## src/rtl/implication_monitor.sv

```systemverilog
// implication_monitor: synthesizable checker for "(a && b) |-> ##DELAY c".
// Each attempt is carried through a DELAY-deep pending pipeline together
// with its start cycle stamp. Outcomes become registered pass/fail pulses,
// saturating counters and a sticky first-fail capture.
// Optional build macro IMPLICATION_MONITOR_VACUOUS_EN adds vacuous_cnt.
// DELAY is meaningful in the range 1..16.
module implication_monitor #(
  parameter int DELAY = 1,
  parameter int CNT_W = 16,
  parameter int TS_W  = 32
) (
  input  logic             clk,
  input  logic             rst_n,
  input  logic             a,
  input  logic             b,
  input  logic             c,
  input  logic             clr,
  output logic             pass_pulse,
  output logic             fail_pulse,
  output logic [CNT_W-1:0] pass_cnt,
  output logic [CNT_W-1:0] fail_cnt,
  output logic             first_fail_valid,
  output logic [TS_W-1:0]  first_fail_cycle
`ifdef IMPLICATION_MONITOR_VACUOUS_EN
  ,
  output logic [CNT_W-1:0] vacuous_cnt
`endif
);

  // Counters stick at all-ones instead of wrapping.
  function automatic logic [CNT_W-1:0] sat_inc(input logic [CNT_W-1:0] v);
    return (v == {CNT_W{1'b1}}) ? v : v + 1'b1;
  endfunction

  logic            ant;
  logic [TS_W-1:0] ts;
  logic            vld_p [DELAY];
  logic [TS_W-1:0] ts_p  [DELAY];
  logic            eval_due;
  logic [TS_W-1:0] eval_ts;

  assign ant      = a & b;
  assign eval_due = vld_p[DELAY-1];
  assign eval_ts  = ts_p[DELAY-1];

  // Free-running cycle stamp; clr deliberately leaves it running.
  always_ff @(posedge clk or negedge rst_n) begin
    if (!rst_n) ts <= '0;
    else        ts <= ts + 1'b1;
  end

  // Pending-attempt pipeline: stage 0 takes the new attempt, the last
  // stage is the one whose consequent is due this edge.
  always_ff @(posedge clk or negedge rst_n) begin
    if (!rst_n) begin
      for (int i = 0; i < DELAY; i++) begin
        vld_p[i] <= 1'b0;
        ts_p[i]  <= '0;
      end
    end else if (clr) begin
      for (int i = 0; i < DELAY; i++) begin
        vld_p[i] <= 1'b0;
        ts_p[i]  <= '0;
      end
    end else begin
      vld_p[0] <= ant;
      ts_p[0]  <= ts;
      for (int i = 1; i < DELAY; i++) begin
        vld_p[i] <= vld_p[i-1];
        ts_p[i]  <= ts_p[i-1];
      end
    end
  end

  // Evaluation stage: c decides the due attempt; anything but a clean 1
  // (including X in simulation) falls into the fail branch.
  always_ff @(posedge clk or negedge rst_n) begin
    if (!rst_n) begin
      pass_pulse       <= 1'b0;
      fail_pulse       <= 1'b0;
      pass_cnt         <= '0;
      fail_cnt         <= '0;
      first_fail_valid <= 1'b0;
      first_fail_cycle <= '0;
    end else if (clr) begin
      pass_pulse       <= 1'b0;
      fail_pulse       <= 1'b0;
      pass_cnt         <= '0;
      fail_cnt         <= '0;
      first_fail_valid <= 1'b0;
      first_fail_cycle <= '0;
    end else begin
      pass_pulse <= 1'b0;
      fail_pulse <= 1'b0;
      if (eval_due) begin
        if (c) begin
          pass_pulse <= 1'b1;
          pass_cnt   <= sat_inc(pass_cnt);
        end else begin
          fail_pulse <= 1'b1;
          fail_cnt   <= sat_inc(fail_cnt);
          if (!first_fail_valid) begin
            first_fail_valid <= 1'b1;
            first_fail_cycle <= eval_ts;
          end
        end
      end
    end
  end

`ifdef IMPLICATION_MONITOR_VACUOUS_EN
  // Count edges with no antecedent and nothing due for evaluation.
  always_ff @(posedge clk or negedge rst_n) begin
    if (!rst_n)                     vacuous_cnt <= '0;
    else if (clr)                   vacuous_cnt <= '0;
    else if (!ant && !eval_due)     vacuous_cnt <= sat_inc(vacuous_cnt);
  end
`else
  // Without the vacuous counter there is no additional state.
`endif

endmodule
```

## config.mk

```make
export PLATFORM = sky130hd
export DESIGN_NAME = implication_monitor
export DESIGN_NICKNAME = d
export VERILOG_FILES = /design/src/rtl/implication_monitor.sv
export SDC_FILE = /design/constraint.sdc
export NUM_CORES = 1
export LEC_CHECK = 0
export ABC_AREA = 1
export CAP_MARGIN = 10
export CORE_ASPECT_RATIO = 0.9
export CORE_MARGIN = 8
export CORE_UTILIZATION = 45
export DETAILED_ROUTE_END_ITERATION = 7
export PLACE_DENSITY = 0.77
export SYNTH_ARGS = -nofsm -noshare
export SYNTH_HDL_FRONTEND = slang
export SYNTH_SLANG_ARGS = --single-unit
```

## constraint.sdc

```tcl
create_clock -name clk -period 1.3 [get_ports clk]
set_input_delay 0.13 -clock clk [delete_from_list [all_inputs] [get_ports clk]]
set_output_delay 0.13 -clock clk [all_outputs]
set_load 0.05 [all_outputs]
```

==> results of run 1 <==
==> flip-flops by register name, indices dropped and copies added (netlist names) <==
| register | cells |
|---|---|
| eval_ts | 32 |
| first_fail_cycle | 32 |
| ts | 32 |
| fail_cnt | 16 |
| pass_cnt | 16 |
| eval_due | 1 |
| fail_pulse | 1 |
| first_fail_valid | 1 |
| pass_pulse | 1 |
==> how the worst min path moves through the flow <==
stage,start,end,slack (ns),cells past startpoint
floorplan,rst_n,eval_due,-0.17,0
global placement,rst_n,fail_cnt[6],0.06,1
detailed placement,rst_n,fail_cnt[6],0.07,1
CTS,rst_n,fail_cnt[12],0.17,2
global route,rst_n,pass_pulse,0.17,2
finish,rst_n,pass_pulse,0.19,2
==> cell families after synthesis <==
logic type,share of synthesized area (%)
simple gates,27.7
flops,54.0
buf+inv,7.59
compound gates,6.92
xor+xnor,3.15
fa+ha+maj,0.614
==> placed cells by master, fill, tap and decap left out, types with 3 or more instances in the layout <==
cell,instances
buf_16,7
inv_1,75
dfrtp_2,36
nor2_1,62
inv_6,7
buf_4,114
nor3_2,3
nor2_4,29
o21ai_2,34
o21ai_0,5
ha_4,3
nand3_2,19
buf_8,3
nand2_4,20
dfrtp_1,96
buf_6,45
o21ai_1,23
nand2_2,43
nand3_4,15
nand3_1,34
xor2_1,19
clkbuf_16,20
nor3_4,8
nand3b_1,4
buf_12,75
nand2_8,3
clkdlybuf4s50_1,4
nand4_1,7
inv_4,3
o21bai_1,9
nand2_1,133
clkinvlp_4,3
nor2_2,16
inv_2,11
==> layout make-up <==
cell class | count | area (um2) | area share [%]
Multi-Input combinational cell | 503 | 3490 | 31.1
Sequential cell | 132 | 3350 | 29.8
Timing Repair Buffer | 252 | 3230 | 28.8
Clock buffer | 19 | 453 | 4.04
Inverter | 90 | 350 | 3.12
Tap cell | 168 | 210 | 1.87
Clock inverter | 13 | 136 | 1.22
Antenna cell | 1 | 2.50 | 0.0223
==> metrics by stage <==
stage / util (%) / setup TNS, ns / power (W)
2_1_floorplan: - / -6.14 / 0.00461
3_3_place_gp: 64.3 / -17.94 / 0.00502
3_5_place_dp: 64.3 / -22.87 / 0.00503
4_1_cts: 75.8 / -7.69 / 0.0100
5_1_grt: 84.3 / -30.52 / 0.0108
6_report: 84.3 / -27.06 / 0.0107
==> synthesized netlist by cell type, types with 3 or more instances <==
| cell type | n | area share, % |
|---|---|---|
| o21bai_1 | 9 | 1.1 |
| nor2_1 | 100 | 6.1 |
| nand3b_1 | 4 | 0.49 |
| a21oi_1 | 3 | 0.25 |
| ha_1 | 3 | 0.61 |
| nand3_1 | 66 | 5.4 |
| buf_2 | 5 | 0.41 |
| nand2_1 | 195 | 12 |
| clkbuf_1 | 4 | 0.25 |
| buf_6 | 5 | 0.92 |
| nand4_1 | 7 | 0.72 |
| o21ai_0 | 56 | 4.6 |
| o21ai_1 | 7 | 0.57 |
| nor2_2 | 6 | 0.61 |
| inv_1 | 88 | 5.4 |
| xor2_1 | 20 | 2.9 |
| dfrtp_1 | 132 | 54 |
| nor3_1 | 9 | 0.74 |
==> routing by layer <==
metal | track usage, % | wire, um | vias up
met5 | 0 | 26 | -
met4 | 15.4 | 3440 | 4
met3 | 7.72 | 4730 | 400
met2 | 45.2 | 14900 | 918
met1 | 29.2 | 10500 | 3616
li1 | - | - | 2871
==> power by group through the flow <==
| stage | Sequential [W] | Combinational (W) | Clock, W |
|---|---|---|---|
| 2_1_floorplan | 0.00440 | 0.000204 | 0 |
| 3_3_place_gp | 0.00428 | 0.000733 | 0 |
| 3_5_place_dp | 0.00428 | 0.000743 | 0 |
| 4_1_cts | 0.00421 | 0.00105 | 0.00478 |
| 5_1_grt | 0.00422 | 0.00136 | 0.00526 |
| 6_report | 0.00422 | 0.00131 | 0.00512 |
==> repair_timing <==
item,CTS,global route
resized for setup,137,233
pin swaps,22,73
hold buffers,1,0
setup endpoints to repair,73,112
setup buffers,32,39
gates cloned,12,4
endpoints found under the hold margin,132,0
==> results.toml, run 1 <==
[outcome]
status = "finished, violations left"
failed_checks = "negative setup slack"

[yosys]
ys_warn_count = 0
avgSynthCellArea_um2 = 8.26
synthArstFlopShare_pct = 100
syn-num-nets = 749
synthDistinctLibCells = 33
ys_ff_latch = 132
synth_cells = 740
mappedNetlistArea_um2 = 6110
ys_seq_area_share_pct = 54.0
synth_flop_cell = "dfrtp_1"
synth-edff-count = 0

[worst_setup_path]
critPathMaxFanout = 3
r2r_end = "fail_cnt[14]"
critPathKind = "reg2reg"
cp-end-kind = "flop"
max_stage_delay_ns = 0.45
crit_start = "fail_cnt[1]"
cp-endpoint = "fail_cnt[14]"
crit_slowest_cell = "dfrtp_2"
path_buf_inv = 1
path_depth = 8
reg2reg_from = "fail_cnt[1]"
cp-start-kind = "flop"
r2r_cells = 8
arrival_ns = 2.33
crit_family = "simple AND/OR/NAND/NOR gates"
worstPathRequired_ns = 1.66
reg2reg_slack_ns = -0.67
path_cells = "ha_4, buf_4, nand3_1, nor2_1, nand3_1, nand2_1, nand2_1, o21ai_1"

[floorplan]
io-pin-count = 73
die_area_um2 = 17600
initial_core_util_pct = 45.9
dieHeight_um = 127
die_width_um = 139
coreArea_um2 = 13300
rows = 40

[placed_design]
globalplace.congestion = 0.936
io_buffers = 72
pre_cts_slack_ns = -0.354
dp_cells = 1066
hpwl_um = 11500
placed_cell_area_um2 = 8570

[clocking]
cts_sinks = 132
htree_levels = 4
numCtsBuffers = 17
cts_buffer_depth = 2
cts_tree = "done"
cts-root-buf = "clkbuf_16"
clk_pin_slew_ns = 0.08
clock_latency_ns = 0.46

[sta]
hold_viol_final = 0
fmax_ghz = 0.508
clock_skew_ns = 0.0175
final_max_slew_viol_count = 0
hold_slack_ns = 0.188
setup_viol_count_final = 108
timing.final.ws_setup_ns = -0.669
timing.slew.headroom_pct = 68.6
worst_slew_pin_slew_ns = 0.467
period_minus_slack_ns = 1.97
grt_setup_unrepaired = "yes"
fin_crit_sh_pct = 151

[global_routing]
grt_usage_pct = 26.5
grt_pass1_vias = 6890
grt_pass1_wl_um = 36700
grt_max_degree = 45
antenna_found_initial = 3
grt_overflow = 0

[final_layout]
final_cell_area_um2 = 11200
syn_to_final_growth_pct = 83.5
fillers = 457
drive_gt1_share_pct = 52.8
finalNonFillerCells = 1178
nets = 1005

[pwr]
comb_power_share_pct = 12.3
ir_drop_mv = 1.20
powerDensity_nw_per_um2 = 949
pwr-share-seq_pct = 39.6
p_sw_share_pct = 29.4
p_sw_w = 0.00313
p_int_w = 0.00752
cellLeakagePower_nw = 5.06
p_clk_share_pct = 48.1

[routing]
firstDrtPassIters = 6
detail_route.wl_per_cell_um = 28.5
wl_um = 33600
viasPerCell = 6.63
postRouteAntennaNets = 0
drc = 0
vias = 7809
drtIter0Drc = 1363

[flow_run]
drv_cap = 0

[hold_path]
hold_class = "in2async"
(Power assumes the default switching activity.)
==> inputs of run 2 (changes only) <==
--- a/config.mk
+++ b/config.mk
@@ -10,8 +10,10 @@
 export CORE_ASPECT_RATIO = 0.9
 export CORE_MARGIN = 8
 export CORE_UTILIZATION = 45
+export CTS_BUF_LIST = sky130_fd_sc_hd__clkbuf_2
 export DETAILED_ROUTE_END_ITERATION = 7
 export PLACE_DENSITY = 0.77
 export SYNTH_ARGS = -nofsm -noshare
 export SYNTH_HDL_FRONTEND = slang
 export SYNTH_SLANG_ARGS = --single-unit
+export TNS_END_PERCENT = 30
==> results.toml, run 2 (same netlist as run 1, synthesis figures left out) <==
[sta]
timing.slew.headroom_pct = 49.0
clock_skew_ns = 0.0503
hold_slack_ns = 0.246
setup_viol_count_final = 147
period_minus_slack_ns = 1.88
worst_slew_pin_slew_ns = 0.762
fin_crit_sh_pct = 145
fmax_ghz = 0.532
final_max_slew_viol_count = 0
timing.final.ws_setup_ns = -0.581
hold_viol_final = 0
grt_setup_unrepaired = "yes"

[worst_setup_path]
max_stage_delay_ns = 0.43
arrival_ns = 2.56
cp-end-kind = "flop"
reg2reg_slack_ns = -0.58
worst_path_most_repeated_cell = "nand2_4"
reg2reg_from = "pass_cnt[0]"
crit_slowest_cell = "dfrtp_2"
path_cells = "buf_4, ha_4, nand2_4, nor2_4, buf_6, nand2_4, o21bai_1, nand2_1, o21ai_2"
critPathMaxFanout = 5
critPathKind = "reg2reg"
crit_family = "simple AND/OR/NAND/NOR gates"
worstPathRequired_ns = 1.98
cp-start-kind = "flop"
r2r_end = "pass_cnt[10]"
path_buf_inv = 2
r2r_cells = 9

[outcome]
status = "finished, violations left"
failed_checks = "design-rule violations, negative setup slack"

[routing]
wl_um = 23300
viasPerCell = 5.70
postRouteAntennaNets = 0
detail_route.wl_per_cell_um = 19.9
drtIter0Drc = 867
vias = 6674
drc = 1
firstDrtPassIters = 8

[clocking]
htree_levels = 4
cts_sinks = 132
cts_tree = "done"
clock_latency_ns = 0.75
cts-root-buf = "clkbuf_2"
numCtsBuffers = 17
cts_buffer_depth = 2
clk_pin_slew_ns = 0.25

[final_layout]
final_common_cell = "nand2_1"
syn_to_final_growth_pct = 63.2
layout_common_cells = "nand2_1 (158), buf_4 (120), dfrtp_1 (98)"
final_util_pct = 75.0
fillers = 727
drive_gt1_share_pct = 42.5
nets = 997

[hold_path]
holdPathEnd = "fail_pulse"
holdPathStages = 3
hold_class = "in2reg"
hold_start = "clr"

[placed_design]
pre_cts_slack_ns = -0.394
hpwl_um = 11300
io_buffers = 72
globalplace.congestion = 0.897

[floorplan]
rows = 40
io-pin-count = 73
dieHeight_um = 127
initial_core_util_pct = 45.9
die_area_um2 = 17600
die_width_um = 139
coreArea_um2 = 13300

[global_routing]
grt_pass1_vias = 6391
grt_usage_pct = 21.0
grt_pass1_wl_um = 30100
grt_overflow = 0
antenna_found_initial = 1
grt_max_degree = 54

[pwr]
powerDensity_nw_per_um2 = 730
ir_drop_mv = 0.441
p_total_w = 0.00729
cellLeakagePower_nw = 4.47

[flow_run]
drv_cap = 0
-- run 2: repair_timing --
action | 4_1_cts | 5_1_grt
hold buffers | 6 | 0
resized for setup | 70 | 118
pin swaps | 5 | 24
hold endpoints to repair | 133 | 0
setup endpoints to repair | 140 | 156
buffers inserted | 47 | 8
cloned | 0 | 4
-- run 2: cell type report --
class / count / area (um2) / area share [%]
inverters: 90 / 343 / 3.43
clock buffers: 18 / 90.1 / 0.903
repair buffers: 244 / 2950 / 29.5
well taps: 168 / 210 / 2.11
diodes: 1 / 2.50 / 0.0251
multi-input cells: 503 / 2950 / 29.6
clock inverters: 14 / 88.8 / 0.890
flip-flops and latches: 132 / 3350 / 33.5
-- run 2: power breakdown --
group	internal, W	total [W]	switching, W
clock network	0.000486	0.00215	0.00167
registers	0.00416	0.00421	0.0000511
logic	0.000381	0.000930	0.000548
total	0.00502	0.00729	0.00227
-- run 2: routing by layer --
metal / vias to the layer above / part of all wire, % / global-route usage [%]
li1: 2845 / - / -
met3: 183 / 9.5 / 5.81
met2: 482 / 48 / 37.1
met5: - / 0 / 0
met4: 0 / 6.5 / 9.41
met1: 3164 / 36 / 23.4
-- run 2: worst max-delay path by stage --
stage                      startpoint            to  slack (ns)  cells after the start
after global placement            clr  fail_cnt[11]       -0.40                      9
final                     pass_cnt[0]  pass_cnt[10]       -0.58                      9
after global routing      fail_cnt[4]   fail_cnt[9]       -0.66                      8
after CTS                 fail_cnt[8]   fail_cnt[8]       -0.34                      3
after floorplan           pass_cnt[1]   pass_cnt[2]       -0.23                      7
after detailed placement          clr  fail_cnt[11]       -0.39                      9
-- run 2: tightest hold or removal path, cell delays in order --
cell and delay, ns:
clkdlybuf4s50_1 0.58, buf_4 0.17, nor2_1 0.09
-- run 2: stage by stage --
| stage | cell area [um2] | instances | TNS (ns) |
|---|---|---|---|
| final | 9980 | 1170 | -37.66 |
| after global routing | 9980 | 1170 | -47.77 |
| after CTS | 9450 | 1157 | -19.48 |
| after detailed placement | 8600 | 1072 | -24.57 |
| after global placement | 8600 | 1072 | -22.38 |
| after floorplan | 6230 | 740 | -6.76 |
